<file path="src/rtl/bus_pkg.sv">
// bus_pkg: shared types and constants for the CPU-to-memory bus controller.
package bus_pkg;
    typedef enum logic [1:0] {IDLE, WAIT, RESP} bus_state_t;
    typedef enum logic [1:0] {REG_ROM, REG_RAM, REG_MMIO, REG_NONE} region_t;
    localparam int WCNT_W = 4;
    localparam logic [3:0] MMIO_CYCLE   = 4'h0;
    localparam logic [3:0] MMIO_SCRATCH = 4'h4;
    localparam logic [3:0] MMIO_HALT    = 4'h8;
endpackage

</file>
<file path="src/rtl/bus_addr_decode.sv">
// bus_addr_decode: maps a byte address to its region, in-region offset and alignment flag.
module bus_addr_decode
    import bus_pkg::*;
#(
    parameter int                ADDR_W    = 32,
    parameter logic [ADDR_W-1:0] ROM_BASE  = 32'h0000_0000,
    parameter int                ROM_AW    = 12,
    parameter logic [ADDR_W-1:0] RAM_BASE  = 32'h1000_0000,
    parameter int                RAM_AW    = 12,
    parameter logic [ADDR_W-1:0] MMIO_BASE = 32'hF000_0000
) (
    input  logic [ADDR_W-1:0] addr_i,
    output region_t           region_o,
    output logic [ADDR_W-1:0] offset_o,
    output logic              misaligned_o
);
    localparam logic [ADDR_W-1:0] ROM_MASK  = {ADDR_W{1'b1}} >> (ADDR_W - ROM_AW);
    localparam logic [ADDR_W-1:0] RAM_MASK  = {ADDR_W{1'b1}} >> (ADDR_W - RAM_AW);
    localparam logic [ADDR_W-1:0] MMIO_MASK = {{(ADDR_W-4){1'b0}}, 4'hF};
    logic rom_hit, ram_hit, mmio_hit;
    always_comb begin
        rom_hit      = (addr_i & ~ROM_MASK) == (ROM_BASE & ~ROM_MASK);
        ram_hit      = (addr_i & ~RAM_MASK) == (RAM_BASE & ~RAM_MASK);
        mmio_hit     = (addr_i & ~MMIO_MASK) == (MMIO_BASE & ~MMIO_MASK);
        region_o     = rom_hit ? REG_ROM : ram_hit ? REG_RAM : mmio_hit ? REG_MMIO : REG_NONE;
        offset_o     = addr_i & (rom_hit ? ROM_MASK : ram_hit ? RAM_MASK : MMIO_MASK);
        misaligned_o = |addr_i[1:0];
    end
endmodule

</file>
<file path="src/rtl/mem_bus_ctrl.sv">
// mem_bus_ctrl: decodes CPU accesses to ROM/RAM/MMIO, inserts wait states and
// returns a registered one-cycle response; hosts the cycle, scratch and halt registers.
module mem_bus_ctrl
    import bus_pkg::*;
#(
    parameter int                DATA_W    = 32,
    parameter int                ADDR_W    = 32,
    parameter logic [ADDR_W-1:0] ROM_BASE  = 32'h0000_0000,
    parameter int                ROM_AW    = 12,
    parameter logic [ADDR_W-1:0] RAM_BASE  = 32'h1000_0000,
    parameter int                RAM_AW    = 12,
    parameter logic [ADDR_W-1:0] MMIO_BASE = 32'hF000_0000,
    parameter int                ROM_WAIT  = 0,
    parameter int                RAM_WAIT  = 1
) (
    input  logic              clk,
    input  logic              reset,
    input  logic              req_valid,
    input  logic              req_we,
    input  logic [ADDR_W-1:0] req_addr,
    input  logic [DATA_W-1:0] req_wdata,
    output logic              req_ready,
    output logic              rsp_valid,
    output logic [DATA_W-1:0] rsp_rdata,
    output logic              rsp_err,
    output logic [ADDR_W-1:0] rom_addr,
    input  logic [DATA_W-1:0] rom_rdata,
    output logic [ADDR_W-1:0] ram_addr,
    output logic              ram_rd,
    output logic              ram_wr,
    output logic [DATA_W-1:0] ram_wdata,
    input  logic [DATA_W-1:0] ram_rdata,
    output logic              halt_req
);
    bus_state_t        state_q, state_d;
    region_t           region, region_q;
    logic [ADDR_W-1:0] offset, off_q;
    logic [DATA_W-1:0] wdata_q, cycle_q, scratch_q, rdata_d, rsp_rdata_q;
    logic [WCNT_W-1:0] cnt_q, cnt_d, wait_d;
    logic              misaligned, we_q, err_q, err_d, halt_q, rsp_valid_q, rsp_err_q;
    logic              accept, done, mmio_wr;

    bus_addr_decode #(
        .ADDR_W(ADDR_W), .ROM_BASE(ROM_BASE), .ROM_AW(ROM_AW),
        .RAM_BASE(RAM_BASE), .RAM_AW(RAM_AW), .MMIO_BASE(MMIO_BASE)
    ) u_dec (
        .addr_i(req_addr), .region_o(region), .offset_o(offset), .misaligned_o(misaligned)
    );

    always_comb begin
        accept  = req_valid && state_q == IDLE;
        done    = state_q == WAIT && cnt_q == '0;
        err_d   = misaligned || region == REG_NONE || (region == REG_ROM && req_we) ||
                  (region == REG_MMIO && !(offset[3:0] == MMIO_SCRATCH || offset[3:0] == MMIO_HALT ||
                                           (offset[3:0] == MMIO_CYCLE && !req_we)));
        wait_d  = err_d ? '0 : region == REG_ROM ? WCNT_W'(ROM_WAIT) :
                  region == REG_RAM ? WCNT_W'(RAM_WAIT) : '0;
        state_d = accept ? WAIT : done ? RESP : state_q == RESP ? IDLE : state_q;
        cnt_d   = accept ? wait_d : (state_q == WAIT && !done) ? cnt_q - WCNT_W'(1) : cnt_q;
        rdata_d = (err_q || we_q) ? '0 :
                  region_q == REG_ROM ? rom_rdata :
                  region_q == REG_RAM ? ram_rdata :
                  off_q[3:0] == MMIO_CYCLE ? cycle_q :
                  off_q[3:0] == MMIO_SCRATCH ? scratch_q : DATA_W'(halt_q);
        mmio_wr = done && we_q && !err_q && region_q == REG_MMIO;
    end

    // ram_wr is gated by reset so an abort never writes on the reset edge
    assign req_ready = state_q == IDLE;
    assign ram_rd    = state_q == WAIT && region_q == REG_RAM && !we_q && !err_q;
    assign ram_wr    = done && region_q == REG_RAM && we_q && !err_q && reset;
    assign rom_addr  = off_q;
    assign ram_addr  = off_q;
    assign ram_wdata = wdata_q;
    assign rsp_valid = rsp_valid_q;
    assign rsp_rdata = rsp_rdata_q;
    assign rsp_err   = rsp_err_q;
    assign halt_req  = halt_q;

    always_ff @(posedge clk) begin
        if (!reset) begin
            state_q     <= IDLE;
            cnt_q       <= '0;
            region_q    <= REG_NONE;
            off_q       <= '0;
            we_q        <= 1'b0;
            err_q       <= 1'b0;
            wdata_q     <= '0;
            rsp_valid_q <= 1'b0;
            rsp_rdata_q <= '0;
            rsp_err_q   <= 1'b0;
            cycle_q     <= '0;
            scratch_q   <= '0;
            halt_q      <= 1'b0;
        end else begin
            state_q     <= state_d;
            cnt_q       <= cnt_d;
            cycle_q     <= cycle_q + DATA_W'(1);
            rsp_valid_q <= state_q == RESP;
            if (accept) begin
                region_q <= region;
                off_q    <= offset;
                we_q     <= req_we;
                err_q    <= err_d;
                wdata_q  <= req_wdata;
            end
            if (done) begin
                rsp_rdata_q <= rdata_d;
                rsp_err_q   <= err_q;
            end
            if (mmio_wr && off_q[3:0] == MMIO_SCRATCH) scratch_q <= wdata_q;
            if (mmio_wr && off_q[3:0] == MMIO_HALT && wdata_q[0]) halt_q <= 1'b1;
        end
    end
endmodule

</file>
<file path="config.mk">
export PLATFORM = sky130hd
export DESIGN_NAME = mem_bus_ctrl
export DESIGN_NICKNAME = d
export VERILOG_FILES = /design/src/rtl/bus_pkg.sv /design/src/rtl/bus_addr_decode.sv /design/src/rtl/mem_bus_ctrl.sv
export SDC_FILE = /design/constraint.sdc
export NUM_CORES = 1
export LEC_CHECK = 0
export ABC_AREA = 1
export CAP_MARGIN = 10
export CORE_MARGIN = 2
export CORE_UTILIZATION = 38
export CTS_BUF_LIST = sky130_fd_sc_hd__clkbuf_8 sky130_fd_sc_hd__clkbuf_16
export CTS_CLUSTER_SIZE = 28
export DETAILED_ROUTE_END_ITERATION = 6
export PLACE_DENSITY = 0.75
export SLEW_MARGIN = 40
export SYNTH_ARGS = -nofsm -noshare
export SYNTH_HDL_FRONTEND = slang
export SYNTH_SLANG_ARGS = --single-unit
</file>
<file path="constraint.sdc">
create_clock -name clk -period 2.9 [get_ports clk]
set_input_delay 0.29 -clock clk [delete_from_list [all_inputs] [get_ports clk]]
set_output_delay 0.29 -clock clk [all_outputs]
set_load 0.02 [all_outputs]
</file>
==> results.cfg <==
[clock_tree]
cts.sink_count = 153
cts_root_buf = clkbuf_16
clock_path_buffers = 2
cts_tree = yes
hold_buffers = 0
cts_buffers = 17
cts_resized = 0
htreeDepth = 4
cts_setup_buffers = 0
clkLatencyLatePin_ns = 0.43
cts.clk_slew.worst_paths_ns = 0.06

[route]
dr_total_vias = 7550
dr.pass1.iters = 6
wl_um = 23900
drt_drc_violations_left = 0
drt_iter0_drc = 646
ant_nets = 0
wl_per_cell_um = 15.9
viasPerCell = 5.02

[hold_path]
hold_path.class = in2reg

[grt]
grt_max_degree = 65
top_usage_layer = met2
grt_overflow = 0
grtUsageTotal = 0.230
antenna_found_initial = 0
globalRouteMet2Util = 0.386
grt_pass1_vias = 7096
grt_pass1_wl_um = 36600
use_met1 = 0.282
grt_use_met3 = 0.0616

[synth]
synthAdderAreaFrac = 0.00504
yosysMostFrequentCell = nand2_1
synth_top_area_frac = 0.411
synth_xor_area_frac = 0.00352
synth_compound_area_frac = 0.174
synthSimpleGateAreaFrac = 0.267
synth_seq_cells = 153
postSynthCellCount = 1032
post-synth-top-area-cell = dfxtp_1
synth_cell_types = 45
synthFlopType = dfxtp_1
async_flop_share = 0
yosysSeqAreaShare = 0.411
synth_edf_count = 0
synth_common_cells = nand2_1, dfxtp_1, inv_1, a21oi_1, nor2_1
synth_top_cells_by_area = dfxtp_1, nand2_1, a21oi_1
ys_warn_count = 0
avgSynthCellArea_um2 = 7.22
synth_top_family_by_area = simple AND/OR/NAND/NOR gates
synthMuxAreaShare = 0
syn_area_um2 = 7450

[final_layout]
syn_to_final_growth_pct = 36.9
fill_cells = 1832
diodes = 0
fin_area_um2 = 10200
layout.cells.non_filler = 1505
multiInputGateArea_um2 = 3500
seq_area_um2 = 3060
drive_above_1_share = 0.0726
nets = 1362

[critical_path]
crit_arrival_ns = 2.45
critPathSlowestCell = clkdlybuf4s50_1
path_max_fanout = 4
cp-start-kind = register
cpPeakStageDelay_ns = 0.65
crit_path_end_kind = output pin
cp_top_family = buffers and inverters
path_cells = inv_1 > ha_1 > nand3_2 > nor2_4 > inv_1 > nor2_1 > nand2_1 > nor3_1 > clkdlybuf4s50_1
cpMostUsedCell = inv_1
cp.required_ns = 2.61
r2r_slack_ns = 0.67
path_class = reg2out
cp_num_buf_inv = 3

[pwr]
pwr_density_cell_nw_per_um2 = 516
p_leak_uw = 0.00373
irDropWorstVdd_uv = 418

[placement]
place_hpwl_um = 18000
dp_slack_ns = 0.658
placed_area_um2 = 9620
numPortBuffers = 225
dp.cells = 1473
gp_congestion = 0.949

[floorplanning]
core_um2 = 19300
die_h_um = 144
die_area_um2 = 20800
initial_core_util = 0.386
rows = 51
chipWidth_um = 144
ioPinCount = 266

[sta]
fmax_mhz = 366
holdWs_ns = 0.280
final.setup.worst_slack_ns = 0.164
skew_ns = 0.00798
finalSetupViolations = 0
worst_pin_slew_ns = 0.845
rsz0062_at_grt = no
finalCritPeriodShare = 0.943
tns_ns = 0
fin_crit_ns = 2.74
slew-limit-headroom = 0.436
slew_violations = 0
finalHoldViolCount = 0

[status]
status = completed

[run]
cap_violations = 0
-- cells in the final DEF, fill, tap and decap left out, types with 6 or more instances in the layout --
master	Yosys	layout
nand2_1	225	225
clkdlybuf4s50_1	0	224
dfxtp_1	153	153
inv_1	102	103
a21oi_1	95	95
nor2_1	69	69
o21ai_0	64	64
conb_1	1	40
nand3_1	36	36
o21ai_1	29	29
nor3_1	22	22
o211ai_1	19	19
o22ai_1	18	18
nand4_1	17	17
clkbuf_16	0	17
nand3b_1	15	15
or2_2	12	12
inv_2	9	9
buf_4	55	9
nor2_4	6	6
nor2_2	6	6
-- final timing paths --
check / startpoint / to / cells past startpoint
worst max-delay path: cnt_q[0]$_SDFFE_PN0P_ / ram_wr / 9
worst min-delay path: reset / cycle_q[0]$_SDFF_PN0_ / 3
worst max register to register: region_q[0]$_SDFFE_PN1P_ / rsp_rdata[9]$_SDFFE_PN0P_ / 5
worst min register to register: ram_wdata[5]$_SDFFE_PN0P_ / scratch_q[5]$_SDFFE_PN0P_ / 2
-- where the power goes --
group	total [uW]	leakage [uW]	internal, uW	switching (uW)
Combinational	858	0.00220	349	509
Sequential	2220	0.00124	2170	46.8
Clock	2180	0.000291	1300	880
Total	5260	0.00373	3830	1440
-- through the flow --
step                      total power [uW]   util
after global placement                3110  0.498
after CTS                             5290  0.528
after global routing                  5440  0.528
after detailed placement              3120  0.498
after floorplan                       2750      -
final                                 5260  0.528
-- worst reg2reg max path: cells and delay by family, from the launching register on --
family | cells | cell delay (ns)
AO/OA/AOI/OAI | 2 | 0.18
flip-flops | 1 | 0.38
AND/OR/NAND/NOR | 2 | 0.84
buffers and inverters | 1 | 0.70
-- layer usage --
metal,vias to the layer above,share of wire
met2,346,0.46
met5,-,0
li1,3708,-
met3,45,0.093
met4,0,0.026
met1,3451,0.42
-- sequential cells by signal, indices dropped and copies added (netlist names), 2 cells and up --
register	flops
cycle_q	32
ram_wdata	32
rsp_rdata	32
scratch_q	32
ram_addr	12
cnt_q	4
region_q	2
state_q	2
-- final cells by class --
cell class | count | area share
flip-flops and latches | 153 | 0.300
clock buffers | 19 | 0.0444
repair buffers | 234 | 0.227
inverters | 111 | 0.0408
clock inverters | 13 | 0.0126
multi-input cells | 710 | 0.343
well taps | 265 | 0.0325
-- cells by family (layout without fill, tap and decap cells) --
| logic type | Yosys count | in the layout |
|---|---|---|
| and+or+nand+nor | 427 | 427 |
| AOI/OAI and AO/OA | 237 | 237 |
| buffers and inverters | 208 | 377 |
| DFF | 153 | 153 |
| adders and majority gates | 3 | 3 |
| xor gates and xnor gates | 3 | 3 |
| other | 1 | 40 |
No activity file was read; power rests on OpenSTA's default activity.
